File: config.mk
export PLATFORM = sky130hd
export DESIGN_NAME = spi_ram_arbiter_flat
export DESIGN_NICKNAME = d
export VERILOG_FILES = /design/src/rtl/spi_ram_arbiter_if.sv /design/src/rtl/spi_ram_arbiter.sv /design/src/flat_wrapper.sv
export SDC_FILE = /design/constraint.sdc
export NUM_CORES = 1
export LEC_CHECK = 0
export ABC_CLOCK_PERIOD_IN_PS = 4800
export CAP_MARGIN = 15
export CORE_UTILIZATION = 40
export DETAILED_ROUTE_END_ITERATION = 6
export PLACE_DENSITY = 0.74
export SYNTH_ARGS = -nofsm -noshare
export SYNTH_HDL_FRONTEND = slang
export SYNTH_SLANG_ARGS = --single-unit
File: constraint.sdc
create_clock -name clk -period 4.8 [get_ports clk]
set_input_delay 0.72 -clock clk [delete_from_list [all_inputs] [get_ports clk]]
set_output_delay 0.72 -clock clk [all_outputs]
set_load 0.1 [all_outputs]
File: src/rtl/spi_ram_arbiter_if.sv
// Bus bundle between the two command requesters, the SPI RAM port and the arbiter.
// The slave modport is the arbiter side; master is the side that drives requests and RAM returns.
interface spi_ram_arbiter_if #(
  parameter int unsigned DATA_W = 8
);
  logic [DATA_W+1:0] req0_data;
  logic              req0_valid;
  logic              req0_ready;
  logic [DATA_W+1:0] req1_data;
  logic              req1_valid;
  logic              req1_ready;
  logic [DATA_W+1:0] ram_din;
  logic              ram_rx_valid;
  logic [DATA_W-1:0] ram_dout;
  logic              ram_tx_valid;
  logic [DATA_W-1:0] rsp0_data;
  logic              rsp0_valid;
  logic [DATA_W-1:0] rsp1_data;
  logic              rsp1_valid;

  modport slave (
    input  req0_data, req0_valid, req1_data, req1_valid, ram_dout, ram_tx_valid,
    output req0_ready, req1_ready, ram_din, ram_rx_valid,
    output rsp0_data, rsp0_valid, rsp1_data, rsp1_valid
  );

  modport master (
    output req0_data, req0_valid, req1_data, req1_valid, ram_dout, ram_tx_valid,
    input  req0_ready, req1_ready, ram_din, ram_rx_valid,
    input  rsp0_data, rsp0_valid, rsp1_data, rsp1_valid
  );
endinterface

File: src/rtl/spi_ram_arbiter.sv
// Two-requester arbiter for the single-port SPI RAM: locks ownership across each
// address/data word pair, forwards words to the RAM and steers read data back to the owner.
module spi_ram_arbiter #(
  parameter int unsigned DATA_W       = 8,
  parameter int unsigned HOLD_TIMEOUT = 16,
  parameter int unsigned RSP_TIMEOUT  = 8
) (
  input  logic             clk,
  input  logic             rst,
  spi_ram_arbiter_if.slave bus,
  output logic             owner,
  output logic             busy,
  output logic             timeout_err
);
  localparam int unsigned WordW = DATA_W + 2;
  localparam int unsigned HoldW = $clog2(HOLD_TIMEOUT + 1);
  localparam int unsigned RspW  = $clog2(RSP_TIMEOUT + 1);
  localparam logic [HoldW-1:0] HoldLast = HoldW'(HOLD_TIMEOUT - 1);
  localparam logic [RspW-1:0]  RspLast  = RspW'(RSP_TIMEOUT - 1);

  typedef enum logic [1:0] {StIdle, StHoldWr, StHoldRd, StWaitRsp} state_e;

  state_e            state_q, state_d;
  logic [HoldW-1:0]  hold_cnt_q, hold_cnt_d;
  logic [RspW-1:0]   rsp_cnt_q, rsp_cnt_d;
  logic              owner_q, rr_q;
  logic              ready0, ready1, accept, sel;
  logic [WordW-1:0]  word;
  logic [1:0]        cmd;
  logic              tmo_d, rsp_fire;
  logic [WordW-1:0]  ram_din_q;
  logic              ram_rx_valid_q;
  logic [DATA_W-1:0] rsp0_data_q, rsp1_data_q;
  logic              rsp0_valid_q, rsp1_valid_q, timeout_err_q;

  always_ff @(posedge clk) begin
    if (rst) begin
      state_q    <= StIdle;
      hold_cnt_q <= '0;
      rsp_cnt_q  <= '0;
    end else begin
      state_q    <= state_d;
      hold_cnt_q <= hold_cnt_d;
      rsp_cnt_q  <= rsp_cnt_d;
    end
  end

  // Acceptance: in IDLE the rr pointer holds the last grantee, so a tie goes to the other one.
  always_comb begin
    ready0 = 1'b0;
    ready1 = 1'b0;
    case (state_q)
      StIdle: begin
        if (bus.req0_valid && bus.req1_valid) begin
          ready0 = rr_q;
          ready1 = !rr_q;
        end else begin
          ready0 = bus.req0_valid;
          ready1 = bus.req1_valid;
        end
      end
      StHoldWr, StHoldRd: begin
        ready0 = bus.req0_valid && !owner_q;
        ready1 = bus.req1_valid && owner_q;
      end
      default: ;
    endcase
  end

  assign accept = ready0 || ready1;
  assign sel    = ready1;
  assign word   = sel ? bus.req1_data : bus.req0_data;
  assign cmd    = word[WordW-1:DATA_W];

  always_comb begin
    state_d    = state_q;
    hold_cnt_d = '0;
    rsp_cnt_d  = '0;
    tmo_d      = 1'b0;
    rsp_fire   = 1'b0;
    if (accept) begin
      unique case (cmd)
        2'b00: state_d = StHoldWr;
        2'b10: state_d = StHoldRd;
        2'b01: state_d = StIdle;
        2'b11: state_d = StWaitRsp;
      endcase
    end else begin
      case (state_q)
        StHoldWr, StHoldRd: begin
          if (hold_cnt_q == HoldLast) begin
            state_d = StIdle;
            tmo_d   = 1'b1;
          end else begin
            hold_cnt_d = hold_cnt_q + HoldW'(1);
          end
        end
        StWaitRsp: begin
          // A response on the expiry cycle still wins over the timeout.
          if (bus.ram_tx_valid) begin
            state_d  = StIdle;
            rsp_fire = 1'b1;
          end else if (rsp_cnt_q == RspLast) begin
            state_d = StIdle;
            tmo_d   = 1'b1;
          end else begin
            rsp_cnt_d = rsp_cnt_q + RspW'(1);
          end
        end
        default: ;
      endcase
    end
  end

  always_ff @(posedge clk) begin
    if (rst) begin
      owner_q        <= 1'b0;
      rr_q           <= 1'b1;
      ram_din_q      <= '0;
      ram_rx_valid_q <= 1'b0;
      rsp0_data_q    <= '0;
      rsp0_valid_q   <= 1'b0;
      rsp1_data_q    <= '0;
      rsp1_valid_q   <= 1'b0;
      timeout_err_q  <= 1'b0;
    end else begin
      ram_rx_valid_q <= accept;
      if (accept) begin
        ram_din_q <= word;
        owner_q   <= sel;
      end
      if (accept && state_q == StIdle) rr_q <= sel;
      rsp0_valid_q <= rsp_fire && !owner_q;
      rsp1_valid_q <= rsp_fire && owner_q;
      if (rsp_fire && !owner_q) rsp0_data_q <= bus.ram_dout;
      if (rsp_fire && owner_q) rsp1_data_q <= bus.ram_dout;
      timeout_err_q <= tmo_d;
    end
  end

  assign bus.req0_ready   = ready0;
  assign bus.req1_ready   = ready1;
  assign bus.ram_din      = ram_din_q;
  assign bus.ram_rx_valid = ram_rx_valid_q;
  assign bus.rsp0_data    = rsp0_data_q;
  assign bus.rsp0_valid   = rsp0_valid_q;
  assign bus.rsp1_data    = rsp1_data_q;
  assign bus.rsp1_valid   = rsp1_valid_q;
  assign owner            = owner_q;
  assign busy             = (state_q != StIdle);
  assign timeout_err      = timeout_err_q;
endmodule

File: src/flat_wrapper.sv
// flat-port wrapper written by rule: the top's interface ports become plain ports
module spi_ram_arbiter_flat 
#(
  parameter int unsigned DATA_W       = 8,
  parameter int unsigned HOLD_TIMEOUT = 16,
  parameter int unsigned RSP_TIMEOUT  = 8
)
  (clk, rst, owner, busy, timeout_err, bus_req0_data, bus_req0_valid, bus_req1_data, bus_req1_valid, bus_ram_dout, bus_ram_tx_valid, bus_req0_ready, bus_req1_ready, bus_ram_din, bus_ram_rx_valid, bus_rsp0_data, bus_rsp0_valid, bus_rsp1_data, bus_rsp1_valid);
  spi_ram_arbiter_if #(.DATA_W(DATA_W)) bus_i ();
  input  logic clk;
  input  logic rst;
  output logic owner;
  output logic busy;
  output logic timeout_err;
  input wire logic [$bits(bus_i.req0_data)-1:0] bus_req0_data;
  input wire logic [$bits(bus_i.req0_valid)-1:0] bus_req0_valid;
  input wire logic [$bits(bus_i.req1_data)-1:0] bus_req1_data;
  input wire logic [$bits(bus_i.req1_valid)-1:0] bus_req1_valid;
  input wire logic [$bits(bus_i.ram_dout)-1:0] bus_ram_dout;
  input wire logic [$bits(bus_i.ram_tx_valid)-1:0] bus_ram_tx_valid;
  output wire logic [$bits(bus_i.req0_ready)-1:0] bus_req0_ready;
  output wire logic [$bits(bus_i.req1_ready)-1:0] bus_req1_ready;
  output wire logic [$bits(bus_i.ram_din)-1:0] bus_ram_din;
  output wire logic [$bits(bus_i.ram_rx_valid)-1:0] bus_ram_rx_valid;
  output wire logic [$bits(bus_i.rsp0_data)-1:0] bus_rsp0_data;
  output wire logic [$bits(bus_i.rsp0_valid)-1:0] bus_rsp0_valid;
  output wire logic [$bits(bus_i.rsp1_data)-1:0] bus_rsp1_data;
  output wire logic [$bits(bus_i.rsp1_valid)-1:0] bus_rsp1_valid;
  assign bus_i.req0_data = bus_req0_data;
  assign bus_i.req0_valid = bus_req0_valid;
  assign bus_i.req1_data = bus_req1_data;
  assign bus_i.req1_valid = bus_req1_valid;
  assign bus_i.ram_dout = bus_ram_dout;
  assign bus_i.ram_tx_valid = bus_ram_tx_valid;
  assign bus_req0_ready = bus_i.req0_ready;
  assign bus_req1_ready = bus_i.req1_ready;
  assign bus_ram_din = bus_i.ram_din;
  assign bus_ram_rx_valid = bus_i.ram_rx_valid;
  assign bus_rsp0_data = bus_i.rsp0_data;
  assign bus_rsp0_valid = bus_i.rsp0_valid;
  assign bus_rsp1_data = bus_i.rsp1_data;
  assign bus_rsp1_valid = bus_i.rsp1_valid;
  spi_ram_arbiter #(.DATA_W(DATA_W), .HOLD_TIMEOUT(HOLD_TIMEOUT), .RSP_TIMEOUT(RSP_TIMEOUT)) u_core (.clk(clk), .rst(rst), .bus(bus_i), .owner(owner), .busy(busy), .timeout_err(timeout_err));
endmodule
# After elaboration in Yosys (flattened, before gate mapping)
# Cells that the tools add are included.
# W data, S select, Z words.
# classes
addsub	2
mul	0
div_mod_pow	0
magnitude_cmp	0
eq_ne	10
shifts	0
mux	18
bitwise	2
n_reduce_logical	18
# op_table
operator	n
$mux W10	1
$eq A2 B2 Y1 const B	4
$mux W1	8
$mux W2	4
$pmux W2 S4	1
$logic_and A1 B1 Y1	6
$pmux W1 S2	3
$add A5 B1 Y5 const B	1
$eq A5 B4 Y1 const B	1
$reduce_or A5 Y1	1
$add A4 B1 Y4 const B	1
$eq A2 B1 Y1 const B	2
$eq A4 B3 Y1 const B	1
$logic_not A2 Y1	2
$ne A4 B2 Y1 const B	1
$pmux W2 S2	1
$reduce_or A2 Y1	2
$reduce_or A4 Y1	1
$ne A3 B1 Y1 const B	1
$reduce_and A3 Y1	1
$reduce_bool A3 Y1	1
$logic_not A1 Y1	2
$not A1 Y1	2
$reduce_bool A2 Y1	1
$logic_or A1 B1 Y1	1
# totals
regBits	43
latchBits	0
mem_bits_rw	0
mem_bits_ro	0
out_inout_bits	34
elab_cells	62
mem_count	0

# Depth between registers and ports, before layout
# Gate-level depths: netlist of the first run.
# depth
depth_word	7
ltp_mapped	7
ltp_nobuf	7

# Worst setup path after synthesis of the first run
# OpenSTA, ideal clock, no wires.
# synth_timing
kind	register -> output
startpoint	register u_core.state_q[0]
endpoint	output bus_req0_ready
arrival_time_ns	2.724
t_required_ns	4.080
path_slack_ns	1.356
path_stages_with_launch	7
path_buffers	1
cell_sequence	dfxtp_1 > inv_1 > ha_1 > inv_1 > o21a_1 > buf_4 > nor2_1
# synth_between
elab_chain_len	3
word_cells_on_any_way	5
classes_between	eq/ne (2); mux (1); reduce/logical (2)
# synth_lines
element	line_no	source
start: declaration	spi_ram_arbiter.sv:23	state_e state_q, state_d;
start signal: assignment	spi_ram_arbiter.sv:38	state_q <= StIdle;
start signal: assignment	spi_ram_arbiter.sv:42	state_q <= state_d;
$eq A2 B1 Y1 or $eq A2 B2 Y1 (tied branches)	spi_ram_arbiter.sv:52	case (state_q)
$reduce_or A2 Y1	spi_ram_arbiter.sv:52	
$pmux W1 S2 (*)	spi_ram_arbiter.sv:52	
end: declaration	flat_wrapper.sv:21	output wire logic [$bits(bus_i.req0_ready)-1:0] bus_req0_ready;
# Mark *: on every way between the ends. The rest lies on a longest branch, timed or not.

# Worst setup path in the final report of the first run
# layout_timing
startpoint	register u_core.state_q[0]
endpoint	output busy
# layout_between
elab_chain_len	1
# layout_lines
element	line_no	source
$reduce_bool A2 Y1	spi_ram_arbiter.sv:150	assign busy = (state_q != StIdle);
end: declaration	flat_wrapper.sv:13	output logic busy;
# No other way between the ends.

==> results of run 1 <==
through the flow:
step | util [%] | hold WS [ns] | instance area (sq um) | instances
floorplan | - | 0.418 | 1790 | 213
global placement | 59.1 | 0.433 | 2450 | 317
detailed placement | 59.1 | 0.442 | 2450 | 317
CTS | 61.2 | 0.457 | 2540 | 325
global route | 61.8 | 0.482 | 2560 | 326
finish | 61.8 | 0.452 | 2560 | 326
cell usage after synthesis:
master     instances
and2_4             1
ha_1               5
o2111ai_1          1
a2111o_1           1
inv_2              1
and3b_1            1
a21boi_0           1
a32oi_1            1
o21ai_0           14
nand2_1           33
nand3_1           12
xnor2_1            3
or2_2              1
nor2b_1            3
a311oi_1           9
buf_4              1
o21ai_4            1
o21a_1             1
o211ai_1           4
and2_1             1
o21ai_1            1
a221oi_1           1
a21oi_1           19
clkbuf_1           6
nand2b_1           4
dfxtp_1           43
nor4_1             1
nor2_1            23
a31oi_1            2
xor2_1             3
inv_1              8
buf_2              5
and3_1             2
worst register-to-register path: cells and delay by family, from the launching register on:
family	cells	cell delay [ns]
simple gates	2	0.31
compound gates	2	0.95
fa+ha+maj	1	0.34
buf+inv	2	0.18
flops	1	0.36
power by group through the flow:
stage | clock network [mW] | logic, mW | registers, mW
after floorplan | 0 | 0.219 | 0.618
after global placement | 0 | 0.537 | 0.422
after detailed placement | 0 | 0.539 | 0.422
after CTS | 0.229 | 0.541 | 0.414
after global routing | 0.246 | 0.567 | 0.419
final | 0.223 | 0.543 | 0.414
sequential cells by signal (all words and copies together), names as in the netlist:
name	count
u_core.owner	1
u_core.bus.ram_rx_valid	1
u_core.bus.rsp1_data	8
u_core.rr_q	1
u_core.rsp_cnt_q	4
u_core.hold_cnt_q	5
u_core.bus.rsp0_valid	1
u_core.timeout_err	1
u_core.state_q	2
u_core.bus.ram_din	10
u_core.bus.rsp1_valid	1
u_core.bus.rsp0_data	8
kinds of logic (layout without fill, tap and decap cells):
logic type / after synthesis / after routing / share of synthesized area, %
buffers and inverters: 21 / 84 / 4.97
flip-flops: 43 / 43 / 48.1
AO/OA/AOI/OAI: 56 / 56 / 20.2
AND/OR/NAND/NOR: 82 / 82 / 20.3
adder cells (fa/ha/maj): 5 / 5 / 3.50
XOR/XNOR: 6 / 6 / 2.94
path summary, 6_finish.rpt:
| kind | startpoint | to | cells past startpoint |
|---|---|---|---|
| worst min register to register | u_core.rsp_cnt_q[0]$_SDFF_PP0_ | u_core.rsp_cnt_q[0]$_SDFF_PP0_ | 1 |
| worst max register to register | u_core.state_q[0]$_SDFFE_PP0P_ | u_core.hold_cnt_q[3]$_SDFF_PP0_ | 7 |
| worst min-delay path | u_core.rsp_cnt_q[0]$_SDFF_PP0_ | u_core.rsp_cnt_q[0]$_SDFF_PP0_ | 1 |
| worst max-delay path | u_core.state_q[0]$_SDFFE_PP0P_ | busy | 4 |
layout make-up:
type                            count  share of cell area (%)
Timing Repair Buffer               67                    26.6
Clock buffer                        6                    2.83
Sequential cell                    43                    33.6
Inverter                            9                    1.32
Tap cell                           50                    2.44
Multi-Input combinational cell    149                    32.7
Clock inverter                      2                   0.489
routing by layer:
metal | wire, um | up-vias
met5 | 0 | -
met4 | 76 | 0
met3 | 213 | 5
met2 | 2040 | 43
met1 | 1990 | 748
li1 | - | 852
==> results_dict.tcl, run 1 <==
set metrics [dict create \
    status "completed" \
    n_antenna_cell 0 \
    seq_area_frac_synth_pct 48.1 \
    critPathRequiredTime_ns 4.08 \
    finalHoldViolations 0 \
    maxCapViolations 0 \
    arrival_ns 2.25 \
    min_period_ns 2.97 \
    timing.final.ws_setup_ns 1.83 \
    worst_pin_slew_ns 0.998 \
    leakagePower_nw 0.916 \
    clkPwrFrac_pct 18.9 \
    netSwitchingFraction_pct 46.4 \
    die_y_um 68.9 \
    clkLatencyLatePin_ns 0.30 \
    timing.fmax_mhz 336 \
    dieArea_sq_um 4740 \
    grt_overflow_total 0 \
    drc_errors 0 \
    max_stage_delay_ns 1.17 \
    core_sq_um 4140 \
    syn-cell-area_sq_um 1790 \
    fin_tns_setup_ns 0 \
    die_x_um 68.9 \
    drtIter0Drc 109 \
    max_slew_margin_pct 33.2 \
    seq_area_sq_um 861 \
    post_drt_wl_per_cell_um 13.3 \
    ys_types 33 \
    clock_path_buffers 2 \
    p_comb_share_pct 46.0 \
    vias_per_cell 5.06 \
    cp_max_fo 6 \
    final.setup_skew_ns 0.00583 \
    finalPower_mw 1.18 \
    antenna_found_initial 0 \
    syn_to_final_growth_pct 43.2 \
    cts-root-buf "clkbuf_8" \
    port_buffers 66 \
    via_count 1648 \
    synthesis.nets 251 \
    grt_use_met3_pct 5.43 \
    drt_pass1_iterations 4 \
    fillers 395 \
    final_common_cell "clkdlybuf4s50_1" \
    dp_hpwl_mm 3.09 \
    power.switching_uw 547 \
    grt_util_all_layers_pct 20.2 \
    grt.busiest_layer "met2" \
    gp_congestion 0.741 \
    wirelength_mm 4.32 \
    p_int_uw 632 \
    pre_cts_slack_ns 1.85 \
    num_io_pins 67 \
    syn-instance-count 213 \
    nNetsFinal 313 \
    cp_top_family "buffers and inverters" \
    cts_made_buffers 5 \
    maxSlewViolCount 0 \
    ant_nets 0 \
    cts_tree "yes" \
    holdBufCountCts 0 \
    synth_area_leaders "dfxtp_1 48%, nand2_1 6.9%, a21oi_1 5.3%, nor2_1 4.8%, a311oi_1 4.4%" \
    peakVddDrop_v 0.000271 \
    fin_crit_sh_pct 62.0 \
    slowest_stage "clkdlybuf4s50_1" \
    met1_usage_pct 24.1 \
    ctsResizeCount 0 \
    final_cell_mix "64 x clkdlybuf4s50_1, 43 x dfxtp_1, 33 x nand2_1" \
    syn_avg_cell_area_sq_um 8.39 \
    grt_pass1_vias 1488 \
    worstPathCellList "inv_1 > ha_1 > inv_1 > clkdlybuf4s50_1" \
    grt_pass1_wl_mm 6.82 \
    power_density_nw_per_um2 460 \
    met2_usage_pct 33.6 \
    critPathKind "register to output pin" \
    cts_setup_buffers 0 \
    cpMostUsedCell "inv_1" \
    drive_gt1_share_pct 5.07 \
    synth_top_cell_by_area "dfxtp_1" \
    start_kind "register" \
    setup_violations 0 \
    pwr-share-seq_pct 35.1 \
    multi_input_area_sq_um 838 \
    placementRows 23 \
    synth_seq_cells 43 \
    cp_num_buf_inv 3 \
    cts.sinks 43 \
    htree_levels 2 \
    start_util_pct 43.1 \
    rsz0062_at_grt "false" \
    critPathCaptureType "output pin" \
    clk_pin_slew_worst_paths_ns 0.08 \
    grt_start_max_net_pins 33 \
    r2r_slack_ns 2.59 \
    hold_class "register to register" \
    synth_top_area_share_pct 48.1 \
    ys_warn_count 0 \
]
Power figures use the tool's default switching activity.
==> run 2: changes to the inputs <==
--- a/config.mk
+++ b/config.mk
@@ -5,7 +5,7 @@
 export SDC_FILE = /design/constraint.sdc
 export NUM_CORES = 1
 export LEC_CHECK = 0
-export ABC_CLOCK_PERIOD_IN_PS = 4800
+export ABC_CLOCK_PERIOD_IN_PS = 3000
 export CAP_MARGIN = 15
 export CORE_UTILIZATION = 40
 export DETAILED_ROUTE_END_ITERATION = 6
==> constraint.sdc (replaced) <==
create_clock -name clk -period 3 [get_ports clk]
set_input_delay 0.45 -clock clk [delete_from_list [all_inputs] [get_ports clk]]
set_output_delay 0.45 -clock clk [all_outputs]
set_load 0.1 [all_outputs]
==> run 2 against run 1 <==
  * First-iteration DRC count decreased by 13%
  * Via count increased by 0.97%
  * Sequential cell count unchanged
  * Sequential share of layout area increased by 0.33 points
  * Highest routed layer unchanged
==> results_dict.tcl, run 2 (same netlist as run 1, synthesis figures left out) <==
set metrics [dict create \
    start_util_pct 43.1 \
    cts-root-buf "clkbuf_8" \
    finalHoldViolations 0 \
    min_period_ns 2.11 \
    largest_register_ffs 10 \
    post-route-util_pct 61.2 \
    fillers 374 \
    max_stage_delay_ns 0.36 \
    htree_levels 2 \
    status "completed" \
    arrival_ns 1.66 \
    cts.sinks 43 \
    ctsResizeCount 0 \
    drive_gt1_share_pct 18.9 \
    vias_per_cell 5.03 \
    gp_congestion 0.759 \
    clkLatencyLatePin_ns 0.30 \
    die_x_um 68.9 \
    power_density_nw_per_um2 766 \
    maxCapViolations 0 \
    dpl.cell_count 323 \
    grt_pass1_wl_mm 6.78 \
    cts_setup_buffers 0 \
    grt_util_all_layers_pct 19.4 \
    wirelength_mm 4.31 \
    start_kind "register" \
    clock_path_buffers 2 \
    placementRows 23 \
    antenna_found_initial 0 \
    grt_use_met3_pct 6.41 \
    hold_slack_ns 0.455 \
    grt_pass1_vias 1543 \
    met1_usage_pct 22.6 \
    timing.final.ws_setup_ns 0.890 \
    n_antenna_cell 0 \
    max_slew_margin_pct 65.4 \
    multi_input_area_sq_um 841 \
    post_drt_wl_per_cell_um 13.0 \
    critPathRequiredTime_ns 2.55 \
    dp_hpwl_mm 3.22 \
    clk_pin_slew_worst_paths_ns 0.08 \
    maxSlewViolCount 0 \
    final_cell_mix "43 x dfxtp_1, 38 x buf_4, 33 x nand2_1" \
    syn_to_final_growth_pct 41.8 \
    worstPathCellList "inv_1 > ha_1 > nand2b_1 > o21a_1 > nor2_2 > buf_12" \
    grt_start_max_net_pins 32 \
    cp_num_buf_inv 2 \
    met2_usage_pct 33.3 \
    num_io_pins 67 \
    dieArea_sq_um 4740 \
    setup_violations 0 \
    rsz0062_at_grt "false" \
    core_sq_um 4140 \
    slowest_stage "dfxtp_1" \
    nNetsFinal 318 \
    via_count 1664 \
    drtIter0Drc 95 \
    hold_class "register to register" \
    final.setup_skew_ns 0.00823 \
    critPathKind "register to output pin" \
    fin_tns_setup_ns 0 \
    holdBufCountCts 0 \
    die_y_um 68.9 \
    peakVddDrop_v 0.000541 \
    seq_area_sq_um 861 \
    critPathCaptureType "output pin" \
    drc_errors 0 \
    fin_crit_sh_pct 70.3 \
    pre_cts_slack_ns 0.963 \
    worst_pin_slew_ns 0.517 \
    port_buffers 66 \
    grt.busiest_layer "met2" \
    cts_made_buffers 5 \
    ant_nets 0 \
    leakagePower_nw 1.00 \
    final_common_cell "dfxtp_1" \
    timing.fmax_mhz 474 \
    final_cells 331 \
    cts_tree "yes" \
    drt_pass1_iterations 4 \
    cp_top_family "flip-flops" \
    cp_max_fo 7 \
    grt_overflow_total 0 \
]
run 2: stage by stage:
stage	cell area, sq um	power [mW]
global placement	2440	1.57
floorplan	1790	1.34
detailed placement	2440	1.58
finish	2540	1.94
global route	2540	2.03
CTS	2540	1.96
run 2: layout make-up:
type                            instances  area share, %
Clock buffer                            5           2.71
Clock inverter                          3          0.937
Inverter                                9           1.33
Multi-Input combinational cell        149           33.2
Sequential cell                        43           33.9
Tap cell                               50           2.47
Timing Repair Buffer                   72           25.5
run 2: power breakdown:
group / switching [mW] / internal (mW)
logic: 0.654 / 0.245
registers: 0.0360 / 0.629
clock network: 0.211 / 0.166
total: 0.901 / 1.04
run 2: path summary, 6_finish.rpt:
kind,start,slack [ns],endpoint,depth (start not counted)
worst min-delay path,u_core.hold_cnt_q[0]$_SDFF_PP0_,0.46,u_core.hold_cnt_q[0]$_SDFF_PP0_,1
worst max-delay path,u_core.state_q[0]$_SDFFE_PP0P_,0.89,bus_req0_ready,6
worst max register to register,u_core.state_q[0]$_SDFFE_PP0P_,1.16,u_core.timeout_err$_SDFF_PP0_,7
worst min register to register,u_core.hold_cnt_q[0]$_SDFF_PP0_,0.46,u_core.hold_cnt_q[0]$_SDFF_PP0_,1
run 2: routing by layer:
| metal | up-vias | wire length (um) |
|---|---|---|
| met5 | - | 0 |
| met2 | 43 | 2010 |
| met3 | 9 | 250 |
| li1 | 865 | - |
| met4 | 0 | 77 |
| met1 | 747 | 1970 |
==> run 3: changes to the inputs <==
--- a/config.mk
+++ b/config.mk
@@ -5,11 +5,11 @@
 export SDC_FILE = /design/constraint.sdc
 export NUM_CORES = 1
 export LEC_CHECK = 0
-export ABC_CLOCK_PERIOD_IN_PS = 3000
+export ABC_CLOCK_PERIOD_IN_PS = 1800
 export CAP_MARGIN = 15
-export CORE_UTILIZATION = 40
+export CORE_UTILIZATION = 39
 export DETAILED_ROUTE_END_ITERATION = 6
-export PLACE_DENSITY = 0.74
+export PLACE_DENSITY = 0.75
 export SYNTH_ARGS = -nofsm -noshare
 export SYNTH_HDL_FRONTEND = slang
 export SYNTH_SLANG_ARGS = --single-unit
==> constraint.sdc (replaced) <==
create_clock -name clk -period 1.8 [get_ports clk]
set_input_delay 0.27 -clock clk [delete_from_list [all_inputs] [get_ports clk]]
set_output_delay 0.27 -clock clk [all_outputs]
set_load 0.1 [all_outputs]
==> run 3 against run 2 <==
  * The flow now finishes with violations (negative setup slack)
  * Combinational power is 110% higher
  * Worst setup slack worse by 0.94 ns
  * Final cell count grew 5.7%
  * Critical endpoint is now bus_req1_ready
  * Power increased by 98%
  * First-iteration DRC count shrank 25%
  * Cell area up 11%
  * Largest power group unchanged
  * Critical path type unchanged
  * Routed wire length rose by 17%
  * Clock power is 130% higher
  * Highest routed layer unchanged
  * Die area grew 2.5%
==> results_dict.tcl, run 3 (same netlist as run 1, synthesis figures left out) <==
set metrics [dict create \
    hold_end "u_core.hold_cnt_q[0]$_SDFF_PP0_" \
    wl_met3_um 190 \
    grt_overflow_total 0 \
    min_period_ns 1.85 \
    critPathRequiredTime_ns 1.53 \
    hold_slack_ns 0.453 \
    dieArea_sq_um 4860 \
    dp_hpwl_mm 3.43 \
    r2r-end "u_core.hold_cnt_q[2]$_SDFF_PP0_" \
    peakVddDrop_v 0.000743 \
    maxSlewViolCount 0 \
    pre_cts_slack_ns -0.0296 \
    power_density_nw_per_um2 1370 \
    largest_register_ffs 10 \
    cpMostUsedCell "inv_2" \
    seq_area_sq_um 865 \
    cts-root-buf "clkbuf_8" \
    ant_nets 0 \
    max_stage_delay_ns 0.35 \
    n_antenna_cell 0 \
    core_sq_um 4380 \
    grt_pass1_wl_mm 8.43 \
    htree_levels 2 \
    reg2reg_from "u_core.state_q[1]$_SDFFE_PP0P_" \
    max_slew_margin_pct 74.7 \
    drc_errors 0 \
    cts_made_buffers 5 \
    antenna_found_initial 0 \
    via_count 1802 \
    clk_pin_slew_worst_paths_ns 0.07 \
    clock_path_buffers 2 \
    maxCapViolations 0 \
    fin_crit_sh_pct 103 \
    die_x_um 69.7 \
    drtIter0Drc 71 \
    vias_per_cell 5.15 \
    fin_area_sq_um 2810 \
    status "finished, violations left" \
    rsz0062_at_grt "true" \
    highest_layer "met4" \
    post_drt_wl_per_cell_um 14.4 \
    gp_congestion 0.786 \
    setup_violations 2 \
    final_common_cell "buf_4" \
    timing.fmax_mhz 539 \
    slowest_stage "dfxtp_2" \
    start_util_pct 40.8 \
    grt_util_all_layers_pct 21.9 \
    drt_pass1_iterations 4 \
    met2WireLength_mm 2.45 \
    final.setup_skew_ns 0.00546 \
    critPathKind "register to output pin" \
    cts_tree "yes" \
    worstPathCellList "inv_2 > ha_4 > and2_4 > o21ai_4 > inv_2 > buf_6 > buf_12" \
    drive_gt1_share_pct 27.2 \
    critPathCaptureType "output pin" \
    power.switching_mw 1.60 \
    grt_pass1_vias 1729 \
    nNetsFinal 335 \
    p_int_mw 2.25 \
    hold_class "register to register" \
    wirelength_mm 5.02 \
    whs_path_depth 1 \
    timing.final.ws_setup_ns -0.0544 \
    clkPwrFrac_pct 22.8 \
    die_y_um 69.7 \
    worst_pin_slew_ns 0.379 \
    finalHoldViolations 0 \
    multi_input_area_sq_um 902 \
    netSwitchingFraction_pct 41.6 \
    syn_to_final_growth_pct 57.0 \
    placed_cell_area_sq_um 2560 \
    cts.sinks 43 \
    wl_met1_mm 2.32 \
    p_comb_share_pct 48.3 \
    num_io_pins 67 \
    min_from "u_core.hold_cnt_q[0]$_SDFF_PP0_" \
    fillers 381 \
    placementRows 24 \
    grt_start_max_net_pins 21 \
    start_kind "register" \
    cp_max_fo 3 \
    fin_tns_setup_ns -0.0610 \
    violations "negative setup slack" \
    final_cell_mix "50 x buf_4, 40 x dfxtp_1, 33 x nand2_1" \
    clkLatencyLatePin_ns 0.29 \
    pwr-share-seq_pct 28.9 \
    reg2reg_depth 8 \
    leakagePower_nw 1.13 \
    post-route-util_pct 64.0 \
    r2r_slack_ns 0.05 \
    port_buffers 66 \
    arrival_ns 1.58 \
]
-- run 3: repair_timing --
action	4_1_cts	5_1_grt
setup buffers	4	2
pin swaps	3	4
setup endpoints to repair	2	8
gates resized for setup	14	2
hold buffers	0	0
-- run 3: power by group through the flow --
stage                     clock [mW]  sequential (mW)  combinational, mW
after floorplan                    0             1.65              0.595
after global placement             0             1.13               1.66
after detailed placement           0             1.13               1.67
after CTS                      0.898             1.11               1.80
after global routing           0.943             1.13               1.94
final                          0.877             1.11               1.86
-- run 3: worst max-delay path by stage --
stage	from	depth (start not counted)	end	slack, ns
after floorplan	u_core.state_q[0]$_SDFFE_PP0P_	6	bus_req0_ready	-0.41
after global placement	bus_req1_valid	6	u_core.hold_cnt_q[3]$_SDFF_PP0_	0.01
after detailed placement	bus_req1_valid	6	u_core.hold_cnt_q[2]$_SDFF_PP0_	-0.03
after CTS	u_core.state_q[1]$_SDFFE_PP0P_	7	bus_req1_ready	-0.03
after global routing	u_core.state_q[1]$_SDFFE_PP0P_	7	bus_req1_ready	-0.1
final	u_core.state_q[1]$_SDFFE_PP0P_	7	bus_req1_ready	-0.05
-- run 3: final cells by class --
| type | count | area share (%) |
|---|---|---|
| Sequential cell | 43 | 30.8 |
| Tap cell | 52 | 2.32 |
| Inverter | 9 | 1.20 |
| Clock buffer | 6 | 2.58 |
| Timing Repair Buffer | 89 | 28.8 |
| Multi-Input combinational cell | 149 | 32.1 |
| Clock inverter | 2 | 2.14 |
-- run 3: metrics by stage --
step / instances / power, mW
after floorplan: 213 / 2.24
after global placement: 336 / 2.79
after detailed placement: 336 / 2.80
after CTS: 348 / 3.81
after global routing: 350 / 4.01
final: 350 / 3.85
-- run 3: per-layer routing --
layer  global-route usage [%]  up-vias
met1                     29.2      853
met5                        0        -
li1                         -      899
met2                     35.2       43
met3                     3.34        7
met4                     9.33        0
-- run 3: critical path, delay by kind of cell (launching register included) --
family | cells | cell delay (ns)
compound gates | 1 | 0.14
fa+ha+maj | 1 | 0.25
buf+inv | 4 | 0.39
flops | 1 | 0.35
simple gates | 1 | 0.16
